File: src/rtl/shift_rows_stream.sv
// rtl/shift_rows_stream.sv - column-serial ping-pong ShiftRows/InvShiftRows engine for NB = 4/6/8
// Optional macro SHIFTROW_PARITY_EN adds per-byte even parity (in_par, out_par, sticky par_err).
module shift_rows_stream #(
    parameter int NB = 4
) (
    input  logic        clk,
    input  logic        rst,
    input  logic        in_valid,
    output logic        in_ready,
    input  logic [31:0] in_col,
    input  logic        in_inv,
`ifdef SHIFTROW_PARITY_EN
    input  logic [3:0]  in_par,
    output logic [3:0]  out_par,
    output logic        par_err,
`endif
    output logic        out_valid,
    input  logic        out_ready,
    output logic [31:0] out_col,
    output logic        out_last,
    output logic        out_inv
);

    localparam int            IW       = $clog2(NB);
    localparam logic [IW-1:0] LAST_IDX = IW'(NB - 1);

    generate
        if (NB != 4 && NB != 6 && NB != 8) begin : g_bad_nb
            $error("shift_rows_stream: NB must be 4, 6 or 8");
        end
    endgenerate

    typedef enum logic [1:0] {
        EMPTY = 2'd0,
        FILL  = 2'd1,
        FULL  = 2'd2
    } bank_state_t;

    bank_state_t   bank_st     [2];
    bank_state_t   bank_st_nxt [2];
    logic [31:0]   mem         [2][NB];
    logic [1:0]    mode;
    logic          wr_bank;
    logic          rd_bank;
    logic [IW-1:0] wr_idx;
    logic [IW-1:0] rd_idx;
    logic          in_fire;
    logic          out_fire;
    logic [31:0]   shifted;

    // Rijndael row offsets: the wide block shifts rows 2 and 3 one extra place.
    function automatic int row_off(input int r);
        return (NB == 8 && r >= 2) ? r + 1 : r;
    endfunction

    // Bank state register
    always_ff @(posedge clk) begin
        if (rst) begin
            bank_st[0] <= EMPTY;
            bank_st[1] <= EMPTY;
        end else begin
            bank_st[0] <= bank_st_nxt[0];
            bank_st[1] <= bank_st_nxt[1];
        end
    end

    // Bank next state; fill and drain never target the same bank in one cycle.
    always_comb begin
        for (int b = 0; b < 2; b++) begin
            bank_st_nxt[b] = bank_st[b];
            if (in_fire && (wr_bank == 1'(b))) begin
                if (wr_idx == LAST_IDX) begin
                    bank_st_nxt[b] = FULL;
                end else begin
                    bank_st_nxt[b] = FILL;
                end
            end
            if (out_fire && (rd_bank == 1'(b)) && (rd_idx == LAST_IDX)) begin
                bank_st_nxt[b] = EMPTY;
            end
        end
    end

    // Outputs are decoded from registered bank state only.
    always_comb begin
        in_ready  = (bank_st[wr_bank] != FULL);
        out_valid = (bank_st[rd_bank] == FULL);
        out_last  = out_valid && (rd_idx == LAST_IDX);
        out_inv   = out_valid && mode[rd_bank];
        out_col   = out_valid ? shifted : 32'h0;
    end

    assign in_fire  = in_valid && in_ready;
    assign out_fire = out_valid && out_ready;

    always_ff @(posedge clk) begin
        if (rst) begin
            wr_bank <= 1'b0;
            wr_idx  <= '0;
            rd_bank <= 1'b0;
            rd_idx  <= '0;
            mode    <= 2'b00;
        end else begin
            if (in_fire) begin
                if (wr_idx == '0) begin
                    mode[wr_bank] <= in_inv;
                end
                if (wr_idx == LAST_IDX) begin
                    wr_idx  <= '0;
                    wr_bank <= ~wr_bank;
                end else begin
                    wr_idx <= wr_idx + 1'b1;
                end
            end
            if (out_fire) begin
                if (rd_idx == LAST_IDX) begin
                    rd_idx  <= '0;
                    rd_bank <= ~rd_bank;
                end else begin
                    rd_idx <= rd_idx + 1'b1;
                end
            end
        end
    end

    // Column storage needs no reset: bank state gates everything read out of it.
    always_ff @(posedge clk) begin
        if (in_fire) begin
            mem[wr_bank][wr_idx] <= in_col;
        end
    end

    always_comb begin
        shifted = 32'h0;
        for (int c = 0; c < NB; c++) begin
            if (rd_idx == IW'(c)) begin
                for (int r = 0; r < 4; r++) begin
                    if (mode[rd_bank]) begin
                        shifted[31-8*r -: 8] =
                            mem[rd_bank][IW'((c - row_off(r) + NB) % NB)][31-8*r -: 8];
                    end else begin
                        shifted[31-8*r -: 8] =
                            mem[rd_bank][IW'((c + row_off(r)) % NB)][31-8*r -: 8];
                    end
                end
            end
        end
    end

`ifdef SHIFTROW_PARITY_EN
    logic [3:0] par_mem [2][NB];
    logic [3:0] calc_par;
    logic [3:0] shifted_par;

    always_comb begin
        calc_par = 4'h0;
        for (int r = 0; r < 4; r++) begin
            calc_par[3-r] = ^in_col[31-8*r -: 8];
        end
    end

    always_ff @(posedge clk) begin
        if (in_fire) begin
            par_mem[wr_bank][wr_idx] <= in_par;
        end
    end

    always_ff @(posedge clk) begin
        if (rst) begin
            par_err <= 1'b0;
        end else if (in_fire && (calc_par != in_par)) begin
            par_err <= 1'b1;
        end
    end

    // Parity bits travel with their bytes through the same permutation.
    always_comb begin
        shifted_par = 4'h0;
        for (int c = 0; c < NB; c++) begin
            if (rd_idx == IW'(c)) begin
                for (int r = 0; r < 4; r++) begin
                    if (mode[rd_bank]) begin
                        shifted_par[3-r] =
                            par_mem[rd_bank][IW'((c - row_off(r) + NB) % NB)][3-r];
                    end else begin
                        shifted_par[3-r] =
                            par_mem[rd_bank][IW'((c + row_off(r)) % NB)][3-r];
                    end
                end
            end
        end
    end

    assign out_par = out_valid ? shifted_par : 4'h0;
`endif

endmodule

File: config.mk
export PLATFORM = sky130hd
export DESIGN_NAME = shift_rows_stream
export DESIGN_NICKNAME = d
export VERILOG_FILES = /design/src/rtl/shift_rows_stream.sv
export SDC_FILE = /design/constraint.sdc
export NUM_CORES = 1
export LEC_CHECK = 0
export CAP_MARGIN = 10
export CORE_ASPECT_RATIO = 1.2
export CORE_MARGIN = 4
export CORE_UTILIZATION = 30
export CTS_BUF_LIST = sky130_fd_sc_hd__clkbuf_2 sky130_fd_sc_hd__clkbuf_4 sky130_fd_sc_hd__clkbuf_8
export CTS_CLUSTER_SIZE = 16
export DETAILED_ROUTE_END_ITERATION = 16
export SYNTH_ARGS = -nofsm -noshare
export SYNTH_HDL_FRONTEND = slang
export SYNTH_SLANG_ARGS = --single-unit
File: constraint.sdc
create_clock -name clk -period 9.8 [get_ports clk]
set_input_delay 0.98 -clock clk [delete_from_list [all_inputs] [get_ports clk]]
set_output_delay 0.98 -clock clk [all_outputs]
set_load 0.05 [all_outputs]
# Word level (Yosys, flattened, before mapping)

Memories as Yosys holds them, arrays and structs flattened. A register that Yosys moved wholly into a read port is not among the register bits.
Index checks and enable logic that the tools add are counted.

Register bits: 8
Bits in latches: 0
RAM bits: 260
Memory bits (read-only): 0
Input bits: 37
Output and inout port bits: 36
Word-level logic and storage cells: 86
Memories: 2

$add $sub $neg: 2
Multiply operators: 0
Divide/modulo/power cells: 0
Order comparisons: 5
Equality and inequality tests: 8
Shift operators: 0
Multiplexer cells: 40
Bitwise operators: 5
Reductions and logical operators: 19

Memories:

| name    | words | bits a word | read ports | clocked after Yosys merged registers in | wr ports | RTL line | RTL |
|---|---|---|---|---|---|---|---|
| mem     | 2     | 128         | 1          | 1                                       | 1        | 41       | `logic [31:0] mem [2][NB];` |
| bank_st | 2     | 2           | 2          | 2                                       | 2        | 39       | `bank_state_t bank_st [2];` |

Operator list:

| cell                | number |
|---|---|
| $mux 32             | 6 |
| $mux 128            | 1 |
| $demux 32 s2        | 1 |
| $mux 8              | 8 |
| $mux 2              | 9 |
| $mux 1              | 13 |
| $logic_and 1x1->1   | 12 |
| $reduce_and 2->1    | 5 |
| $eq 2x2->1 const B  | 4 |
| $ne 2x2->1 const B  | 3 |
| $add 2x1->2 const B | 2 |
| $logic_not 2->1     | 2 |
| $lt 1x2->1 const B  | 2 |
| $ge 3x3->1 const B  | 1 |
| $lt 3x1->1 const B  | 1 |
| $not 2->3           | 1 |
| $bwmux 2            | 1 |
| $eq 2x1->1 const B  | 1 |
| $not 1->1           | 2 |
| $or 1x1->1          | 2 |
| $demux 1 s1         | 1 |
| $ge 1x1->1 const B  | 1 |

# Logic depth before layout (Yosys ltp)

Depth after elaboration: 8
Mapped depth: 7
Mapped depth without buffers: 5

# Least setup slack after synthesis

OpenSTA, ideal clock, no wires.

Path type: input to register
Start point: in in_valid
End point: mem mem[1][100] in the netlist's numbering, enable pin
Setup time: 0.508 ns
Arrival time: 4.232 ns
Data required time: 9.292 ns
Setup slack: 5.060 ns
Stages on the path: 2
Buffers on the path: 0
Cell sequence: nand2_1 > nor4_1

Longest elaborated chain between the ends: 3

Ends and longest elaborated chain:

| item                           | RTL line | RTL |
|---|---|---|
| start, declared                | 8        | `input logic in_valid,` |
| $logic_and 1x1->1              | 93       | `assign in_fire = in_valid && in_ready;` |
| $mux 1                         | 128      | `if (in_fire) begin` |
| $mux 128 (implied by the code) | 129      | `mem[wr_bank][wr_idx] <= in_col;` |
| end, declared                  | 41       |  |

No other way between the ends.

# Worst setup path in the final report

Start point: reg rd_idx[0]
End point: out out_col[0]

Longest elaborated chain between the ends: 6
Elaborated cells on any way between the ends: 9
Classes of those cells: eq/ne (3); mux (5); reduce/logical (1)

Ends and longest elaborated chain:

| item                   | RTL line | RTL |
|---|---|---|
| start, declared        | 46       | `logic [IW-1:0] rd_idx;` |
| start signal, assigned | 120      | `rd_idx <= rd_idx + 1'b1;` |
| $logic_not 2->1        | 136      | `if (rd_idx == IW'(c)) begin` |
| $mux 32 (3 in a row)   | 136      |  |
| $mux 32 (*)            | 136      |  |
| $mux 32 (*)            | 90       | `out_col = out_valid ? shifted : 32'h0;` |
| end, declared          | 19       | `output logic [31:0] out_col,` |

Every way passes the cells marked *; elsewhere a longest branch is shown, timed or not. The select of a mux whose other input is x is not followed.

==> results_dict.tcl <==
set metrics [dict create \
    dr_total_vias 3527 \
    min-delay-path-class "register to register" \
    post_route_cells_drive_above_1_share_pct 24.8 \
    clock_tree.buffer_depth 2 \
    initial_core_utilization_pct 30.8 \
    cts_sinks 142 \
    fin_nets 511 \
    totalNegativeSetupSlack_ns 0 \
    critical_path.max_stage_delay_ns 0.91 \
    finalHoldViolCount 0 \
    grt_pass1_vias 3795 \
    clock_latency_ns 0.44 \
    timing.hold.ws_ns 0.485 \
    number_of_standard_cells_after_synthesis 396 \
    timing_max_transition_violations_final 0 \
    grt_usage_pct 11.9 \
    dr.pass1.iters 4 \
    mostFrequentLayoutCell "sky130_fd_sc_hd__edfxtp_1" \
    post_cts_resized 0 \
    synth.ff_latch_count 142 \
    syn_area_per_cell_um2 15.4 \
    tritoncts.num_buffers 17 \
    layout_worst_path_cycle_share_pct 47.0 \
    crit_path_start_kind "register" \
    postPlaceCellArea_um2 7080 \
    die_y_um 164 \
    timing.rr.end "bank_st[0][1]" \
    die_area_um2 22700 \
    min_to "mode[1]" \
    power.ir.vdd_worst_uv 64.7 \
    ys_seq_area_share_pct 68.4 \
    setup_viol 0 \
    post_synth_design_cell_area_um2 6090 \
    core.rowCount 56 \
    gpl.final_weighted_congestion 0.806 \
    grt-ovfl-total 0 \
    final_cell_mix "sky130_fd_sc_hd__edfxtp_1 (132), sky130_fd_sc_hd__clkdlybuf4s50_1 (72), sky130_fd_sc_hd__mux2_2 (67)" \
    drc_errors 0 \
    leakagePower_nw 2.33 \
    layout_min_cycle_time_ns 4.61 \
    worst_setup_path_end_kind "primary output" \
    worst_pin_slew_ns 1.15 \
    clock_tree.htree_level_count 4 \
    antenna_cells 0 \
    critical-path-top-delay-family "buffers and inverters" \
    cp_cell_sequence "inv_1 > ha_1 > buf_4 > nor2b_1 > o21ai_0 > a21oi_1 > clkdlybuf4s50_1" \
    r2r_setup_slack_ns 7.44 \
    synth_cell_type_count 36 \
    path_buf_inv 3 \
    drv_cap 0 \
    place_inst 709 \
    critPathMaxFanout 26 \
    unrepaired_setup_endpoints_after_global_routing "false" \
    fp.coreArea_um2 19800 \
    cts_hold_repair.buffers 0 \
    synthesis.nets 440 \
    drtIter0Drc 244 \
    final_cells 741 \
    hpwlAfterDp_mm 8.43 \
    clkSlewWorstSetupHoldPaths_ns 0.07 \
    hold_path_startpoint "mode[1]" \
    timing.hold.worst_path_depth 2 \
    areaGrowthSynthToFinish_pct 22.5 \
    clock-skew-final_ns 0.0100 \
    power.density_cell_area_nw_per_um2 167 \
    grt_pass1_wl_mm 20.6 \
    cts_post_setup_buffers_inserted 0 \
    final_design_instance_area_without_fill_um2 7460 \
    postRouteAntennaNets 0 \
    criticalPathCategory "register to primary output" \
    slew_headroom_pct 23.4 \
    detail_route.wl_per_cell_um 17.9 \
    die_w_um 138 \
    critical_path_arrival_ns 3.63 \
    yosys_warnings 0 \
    outcome "completed" \
    fin_total_pwr_mw 1.24 \
    grt_max_degree 55 \
    fmax_mhz 217 \
    io-pin-count 73 \
    buffer_ports.inserted 72 \
    routed_wl_mm 13.2 \
    antenna_found_initial 0 \
    slowest_stage_cell_on_the_critical_path "sky130_fd_sc_hd__nor2b_1" \
    rr_worst_depth 4 \
    cts.root.buffer_cell "sky130_fd_sc_hd__clkbuf_8" \
    cts_tree "done" \
    route.detailed.vias_per_inst 4.76 \
    cp_data_required_time_ns 8.82 \
]
logic make-up after synthesis:
group,Yosys count,synth area share (%)
flops,142,68.4
compound gates,74,7.97
buf+inv,35,2.63
fa+ha+maj,7,1.44
simple gates,63,5.92
mux,75,13.7
power breakdown:
group,internal (mW),switching [mW]
clock network,0.236,0.209
logic,0.0448,0.0658
registers,0.684,0.00525
total,0.964,0.280
per-stage QoR:
stage	setup WS [ns]	util [%]
after floorplan	5.06	-
after global placement	5.68	35.8
after detailed placement	5.62	35.8
after CTS	5.12	37.8
after global routing	4.93	37.8
final	5.19	37.8
synth_stat cells:
cell type	instances	area share, %
sky130_fd_sc_hd__mux2i_1	8	1.3
sky130_fd_sc_hd__o211ai_1	17	2.1
sky130_fd_sc_hd__buf_6	2	0.37
sky130_fd_sc_hd__nor3b_1	1	0.12
sky130_fd_sc_hd__a22oi_1	15	1.8
sky130_fd_sc_hd__o31ai_1	2	0.25
sky130_fd_sc_hd__and3b_1	1	0.14
sky130_fd_sc_hd__and2_4	1	0.14
sky130_fd_sc_hd__nor3_1	2	0.16
sky130_fd_sc_hd__nor4_1	5	0.51
sky130_fd_sc_hd__nand2b_1	5	0.51
sky130_fd_sc_hd__clkinv_1	1	0.062
sky130_fd_sc_hd__a221o_1	2	0.33
sky130_fd_sc_hd__nand3b_1	2	0.25
sky130_fd_sc_hd__nor4_2	4	0.82
sky130_fd_sc_hd__buf_2	8	0.66
sky130_fd_sc_hd__nor2b_1	4	0.41
sky130_fd_sc_hd__a21oi_4	1	0.27
sky130_fd_sc_hd__edfxtp_1	132	65
sky130_fd_sc_hd__nor2_1	19	1.2
sky130_fd_sc_hd__and3_1	2	0.21
sky130_fd_sc_hd__nand2_1	10	0.62
sky130_fd_sc_hd__a21boi_0	1	0.12
sky130_fd_sc_hd__or3b_4	1	0.18
sky130_fd_sc_hd__o2111a_1	1	0.18
sky130_fd_sc_hd__a21oi_1	18	1.5
sky130_fd_sc_hd__clkbuf_1	13	0.80
sky130_fd_sc_hd__o21ai_0	17	1.4
sky130_fd_sc_hd__dfxtp_1	10	3.3
sky130_fd_sc_hd__ha_1	7	1.4
sky130_fd_sc_hd__mux2_2	67	12
sky130_fd_sc_hd__buf_4	1	0.12
sky130_fd_sc_hd__nand4_1	5	0.51
sky130_fd_sc_hd__inv_1	8	0.49
sky130_fd_sc_hd__buf_1	2	0.12
sky130_fd_sc_hd__or3b_2	1	0.14
worst max path at each step:
stage	from	to	slack (ns)	cells after the start
2_1_floorplan	in_valid	mem[1][100]	5.06	2
3_3_place_gp	register	out_col[29]	5.68	5
3_5_place_dp	register	out_col[31]	5.62	5
4_1_cts	register	out_col[31]	5.12	5
5_1_grt	rd_idx[1]	out_col[6]	4.93	6
6_report	rd_idx[0]	out_col[0]	5.19	7
sequential cells by signal (all words and copies together), names as in the netlist, named ones only:
| name | count |
|---|---|
| rd_bank | 1 |
| mode | 2 |
| bank_st | 4 |
| wr_idx | 2 |
| rd_idx | 2 |
| wr_bank | 1 |
| mem | 128 |
metal layers:
layer	GRT usage (%)	up-vias	share of wire, %
li1	-	1678	-
met1	14.3	1743	44
met2	20.4	89	50
met3	3.20	17	4.6
met4	4.94	0	1.4
met5	0	-	0
tightest hold or removal path: stages (launching register included):
cell and delay [ns]:
sky130_fd_sc_hd__dfxtp_1 0.31, sky130_fd_sc_hd__nand2b_1 0.07, sky130_fd_sc_hd__mux2i_1 0.06
area by class of cell:
cell class / count / area (um^2)
well taps: 261 / 327
repair buffers: 78 / 766
clock inverters: 11 / 118
inverters: 9 / 33.8
clock buffers: 21 / 264
flip-flops and latches: 142 / 4170
multi-input cells: 219 / 1790
fillers: 1879 / 12300
Note: power is estimated with default switching activity, not from simulation.
==> RTL change 1, RTL diff (config.mk and constraints unchanged) <==
The parameter `NB` goes from 4 to 8. Comments in the files are not updated.
--- a/src/rtl/shift_rows_stream.sv
+++ b/src/rtl/shift_rows_stream.sv
@@ -1,7 +1,7 @@
 // rtl/shift_rows_stream.sv - column-serial ping-pong ShiftRows/InvShiftRows engine for NB = 4/6/8
 // Optional macro SHIFTROW_PARITY_EN adds per-byte even parity (in_par, out_par, sticky par_err).
 module shift_rows_stream #(
-    parameter int NB = 4
+    parameter int NB = 8
 ) (
     input  logic        clk,
     input  logic        rst,
Check against the original RTL: no difference found for any inputs over 4 cycles, from zero or initial values and one cycle with rst high; that may be too few to reach the edited logic, so the function may still have changed.
==> RTL change 1 against the unedited design <==
- worst setup slack worse by 0.77 ns
- final cell count is 88% higher
- largest power group unchanged
- design area rose by 85%
- total power rose by 92%
- sequential share of layout area rose by 2.6 points
- sequential cell count is 130 higher
- sequential power increased by 89%
- first-iteration DRC count is 84% higher
- wire length is 110% higher
- largest cell class unchanged
- critical path type unchanged
- via count rose by 92%
- critical path depth unchanged
- count of clock-buffer cells in the layout up 35
- synthesized area up 93%
- critical endpoint is now out_col[16]
==> RTL change 1: results (changes against the unedited design) <==
{| class="wikitable"
! Metric !! Value
|-
| Maximum vdd drop || 0.0000984 V (+52%)
|-
| Number of buffers created by CTS || 42 (+25)
|-
| Library cell used as clock root buffer || clkbuf_8
|-
| Net count after synthesis || 803 (+83%)
|-
| Highest fanout seen on the critical path || 24 (-7.7%)
|-
| HPWL after DPL || 15,800 microns (+88%)
|-
| Worst-case headroom to the max-slew limit || 27.6% (+4.2 points)
|-
| Share of synthesized registers carrying an async set or reset || 0% (unchanged)
|-
| Global-route wire length before repair || 42,400 microns (+110%)
|-
| Final WL || 27,600 microns (+110%)
|-
| Number of DRC markers in iteration 0 || 450 (+84%)
|-
| Dominant cells by area after synthesis || edfxtp_1 (67%), mux2i_1 (13%), a21oi_1 (2.0%)
|-
| Net total in the final layout || 878 (+72%)
|-
| Unique masters post-synth || 51 (+42%)
|-
| Number of vias per cell || 4.88 (+2.4%)
|-
| Post-route clock skew || 0.0148 ns (+0.00476 ns)
|-
| Result of the run || finished clean
|-
| Buffers inserted during post-CTS setup optimization || 0 (unchanged)
|-
| Switching Fraction || 22.2% (-0.29 points)
|-
| Post-synthesis cell count || 757 (+91%)
|-
| # fillers || 3,743 (+99%)
|-
| Yosys warning total || 0 (unchanged)
|-
| Leakage dissipation || 4.23 nW (+81%)
|-
| Clock transition at the registers of the reported paths || 0.06 ns
|-
| DR pass1 iterations || 4 (unchanged)
|-
| Kind of path behind the tightest hold check || reg -> reg
|-
| Sequential cell area fraction in the yosys report || 68.6% (+0.21 points)
|-
| Placed cell count || 1,314 (+85%)
|-
| Maximum level of the CTS H-tree || 2 (-2)
|-
| Antenna violations before repair || 3 (+3)
|-
| Fraction of layout cells with a size suffix above 1 || 11.8% (-13 points)
|-
| Via count of the first global-routing pass || 7,183 (+89%)
|-
| Post-synth EDFFs || 260 (+97%)
|-
| Clock Latency Late Sink || 0.55 ns (+0.11 ns)
|-
| List of most frequent post-synthesis cells || edfxtp_1 (260), mux2i_1 (155), a21oi_1 (48), nand2_1 (40), o21ai_0 (24)
|-
| Routed WL per cell || 19.9 microns (+11%)
|-
| Dominant cell by count in the synthesized netlist || edfxtp_1
|-
| PortBufs || 72 (unchanged)
|-
| Maximum clock path buffer count || 3 (+1)
|-
| Global-route total usage across every layer || 12.9% (+0.96 points)
|-
| Count of cells resized by post-cts repair || 0 (unchanged)
|-
| Largest net degree at the start of global routing || 52 (-5.5%)
|-
| Global placement routability congestion || 0.741 (-8.1%)
|-
| Registers with the most flip-flops || mem (256), bank_st (4)
|}
==> RTL change 1: worst max-delay path, cell delays in order (launching register included) <==
cell	delay [ns]
dfxtp_1	0.56
clkinv_1	0.41
ha_1	0.63
inv_1	0.76
o21ai_0	0.20
o221ai_1	0.20
o2bb2ai_1	0.20
clkdlybuf4s50_1	0.86
==> RTL change 1: path summary, 6_finish.rpt <==
| check | startpoint | endpoint | slack [ns] | cells after the start |
|---|---|---|---|---|
| hold / removal | rd_idx[1] | rd_idx[1] | 0.51 | 2 |
| setup reg to reg | register | bank_st[0][0] | 7.12 | 6 |
| setup / recovery | rd_idx[2] | out_col[16] | 4.42 | 7 |
| hold reg to reg | rd_idx[1] | rd_idx[1] | 0.51 | 2 |
==> RTL change 1: layout make-up <==
cell class                      instances  share of cell area, %
Multi-Input combinational cell        425                   24.8
Clock buffer                           56                   4.95
Sequential cell                       272                   58.4
Clock inverter                         18                  0.989
Inverter                               10                  0.272
Timing Repair Buffer                   81                   5.72
Antenna cell                            3                 0.0544
Tap cell                              526                   4.77
==> RTL change 1: per-stage QoR <==
stage | utilization, % | worst slack [ns] | power [mW] | instance area, sq um
6_report | 35.6 | 4.42 | 2.39 | 13800
5_1_grt | 35.6 | 4.06 | 2.48 | 13800
4_1_cts | 35.6 | 4.34 | 2.42 | 13800
3_5_place_dp | 33.5 | 4.95 | 1.48 | 13000
3_3_place_gp | 33.5 | 4.98 | 1.48 | 13000
2_1_floorplan | - | 4.69 | 1.42 | 11700
==> RTL change 1: cell families after synthesis <==
| logic type | count (synthesis) | synth area share, % |
|---|---|---|
| AOI/OAI and AO/OA | 152 | 8.92 |
| xor gates and xnor gates | 1 | 0.0746 |
| adders and majority gates | 9 | 0.959 |
| buffers and inverters | 60 | 2.59 |
| DFF | 272 | 68.6 |
| muxes | 163 | 14.7 |
| and+or+nand+nor | 100 | 4.22 |
==> RTL change 1: power groups by stage <==
| stage | registers [mW] | clock network (mW) | logic [mW] |
|---|---|---|---|
| global placement | 1.33 | 0 | 0.153 |
| global route | 1.31 | 1.01 | 0.168 |
| CTS | 1.30 | 0.957 | 0.156 |
| finish | 1.30 | 0.932 | 0.154 |
| detailed placement | 1.33 | 0 | 0.155 |
| floorplan | 1.33 | 0 | 0.0919 |
==> RTL change 1: metal layers <==
metal	share of wire (%)	GRT usage (%)
met5	0	0
met3	4.0	2.38
met4	2.5	4.14
met2	51	23.5
met1	42	15.4
==> RTL change 2, RTL diff (same settings) <==
Without the edit above. Add a define of `SHIFTROW_PARITY_EN`.
--- a/src/rtl/shift_rows_stream.sv
+++ b/src/rtl/shift_rows_stream.sv
@@ -1,5 +1,7 @@
 // rtl/shift_rows_stream.sv - column-serial ping-pong ShiftRows/InvShiftRows engine for NB = 4/6/8
 // Optional macro SHIFTROW_PARITY_EN adds per-byte even parity (in_par, out_par, sticky par_err).
+`define SHIFTROW_PARITY_EN
+
 module shift_rows_stream #(
     parameter int NB = 4
 ) (
Interface: changed (added in_par, out_par and par_err); port bits go from 73 to 82. The function was not compared with the original's and may differ.
==> RTL change 2 against the unedited design <==
- first-iteration DRC count is 24% lower
- sequential share of layout area is 0.50 points higher
- total power is 16% higher
- register-to-register slack worse by 0.51 ns
- sequential cell count is 17 higher
- clock power is 18% higher
- synthesized area is 11% higher
- global-route usage is 0.62 points lower
- design area is 11% higher
- core utilization is 0.71 points lower
- largest cell class unchanged
- worst setup slack better by 0.38 ns
- hold slack better by 0.017 ns
- wire length is 6.7% higher
- sequential power is 12% higher
==> RTL change 2: results (changes against the unedited design) <==
{| class="wikitable"
! Metric !! Value
|-
| DR WL met2 || 7210 microns (+8.7%)
|-
| Pre-CTS setup slack || 6.01 ns (+0.392 ns)
|-
| # fillers || 2,113 (+12%)
|-
| Global placement routability congestion || 0.783 (-2.9%)
|-
| Antenna fix cells || 1 (+1)
|-
| Net total in the final layout || 578 (+13%)
|-
| Result of the run || finished clean
|-
| Detailed route wirelength on metal3 || 722 microns (+20%)
|-
| Met1 layer wirelength in the final routing || 6030 microns (+4.0%)
|-
| Area post-placement || 7840 sq um (+11%)
|-
| Proportion of cell area occupied by multi-input gates || 23.7% (-0.25 points)
|-
| Global-route total usage across every layer || 11.3% (-0.62 points)
|-
| Fraction of layout cells with a size suffix above 1 || 12.2% (-13 points)
|-
| Number of multi-input combinational cells in the layout || 260 (+19%)
|-
| Sequential cell area fraction in the yosys report || 68.8% (+0.42 points)
|-
| Placeable Area || 22,400 sq um (+13%)
|-
| Area taken by flip-flops and latches || 4670 sq um (+12%)
|-
| P_int || 1.13 mW (+17%)
|-
| Relative area of non-clock buffer cells in the final design || 9.96% (-0.30 points)
|-
| Worst-case headroom to the max-slew limit || 29.7% (+6.3 points)
|-
| Crit-path slowest cell || clkdlybuf4s50_1
|-
| Post-route clock skew || 0.0196 ns (+0.00955 ns)
|-
| Number of vias per cell || 4.58 (-3.9%)
|-
| Maximum vdd drop || 0.0000901 V (+39%)
|-
| Kind of path behind the tightest hold check || reg -> reg
|-
| PortBufs || 81 (+13%)
|-
| Routing usage on met2 || 19.5% (-0.90 points)
|-
| Post-synth EDFFs || 148 (+12%)
|-
| HPWL after DPL || 9050 microns (+7.4%)
|-
| Buffers inserted during post-CTS setup optimization || 0 (unchanged)
|-
| Number of DRC markers in iteration 0 || 185 (-24%)
|-
| Global-route track usage on met1 || 13.3% (-0.97 points)
|-
| Net count after synthesis || 498 (+13%)
|-
| Longest individual stage delay on the worst path || 0.71 ns (-0.20 ns)
|-
| Registers with the most flip-flops || mem (128), par_mem (16), bank_st (4)
|-
| Sequential cell count || 159 (+12%)
|-
| Highest fanout seen on the critical path || 44 (+69%)
|-
| Unique masters post-synth || 38 (+5.6%)
|-
| Leakage dissipation || 2.60 nW (+11%)
|-
| Mean area per synthesized cell || 15.1 sq um (-2.0%)
|-
| Vias post-DR || 3,766 (+6.8%)
|-
| Final WL || 14,100 microns (+6.7%)
|-
| DR pass1 iterations || 5 (+1)
|-
| Synthesis-to-finish area growth || 22.2%
|-
| Met3 Use GR || 3.67% (+0.47 points)
|-
| Clock Latency Late Sink || 0.46 ns (+0.02 ns)
|-
| List of most frequent post-synthesis cells || edfxtp_1 (148), nor2_1 (67), mux2i_1 (58), a21oi_1 (27), xnor2_1 (24)
|-
| Placed cell count || 790 (+11%)
|-
| Global-route wire length before repair || 21,700 microns (+5.3%)
|-
| Clkbuf count || 27 (+29%)
|-
| Dominant cells by area after synthesis || edfxtp_1 (66%), mux2i_1 (8.6%), nor2_1 (3.7%)
|}
==> RTL change 2: cell families (layout without fill, tap and decap cells) <==
logic type	after synthesis	after routing	synth area share, %
buffers and inverters	31	124	2.32
other	0	1	0
multiplexers	76	76	11.5
flip-flops	159	159	68.8
adder cells (fa/ha/maj)	7	7	1.29
AND/OR/NAND/NOR	92	92	6.05
AO/OA/AOI/OAI	54	54	5.61
XOR/XNOR	31	31	4.41
==> RTL change 2: power by group through the flow <==
stage	sequential [mW]	combinational [mW]	clock [mW]
floorplan	0.789	0.0933	0
detailed placement	0.788	0.152	0
finish	0.772	0.150	0.523
CTS	0.773	0.153	0.533
global route	0.774	0.164	0.561
global placement	0.787	0.150	0
==> RTL change 2: final timing paths <==
check	cells past startpoint	to	from	slack (ns)
min	2	mode[1]	mode[1]	0.50
max	5	out_col[9]	register	5.57
max reg2reg	4	mem[0][70]	bank_st[1][1]	6.93
min reg2reg	2	mode[1]	mode[1]	0.50
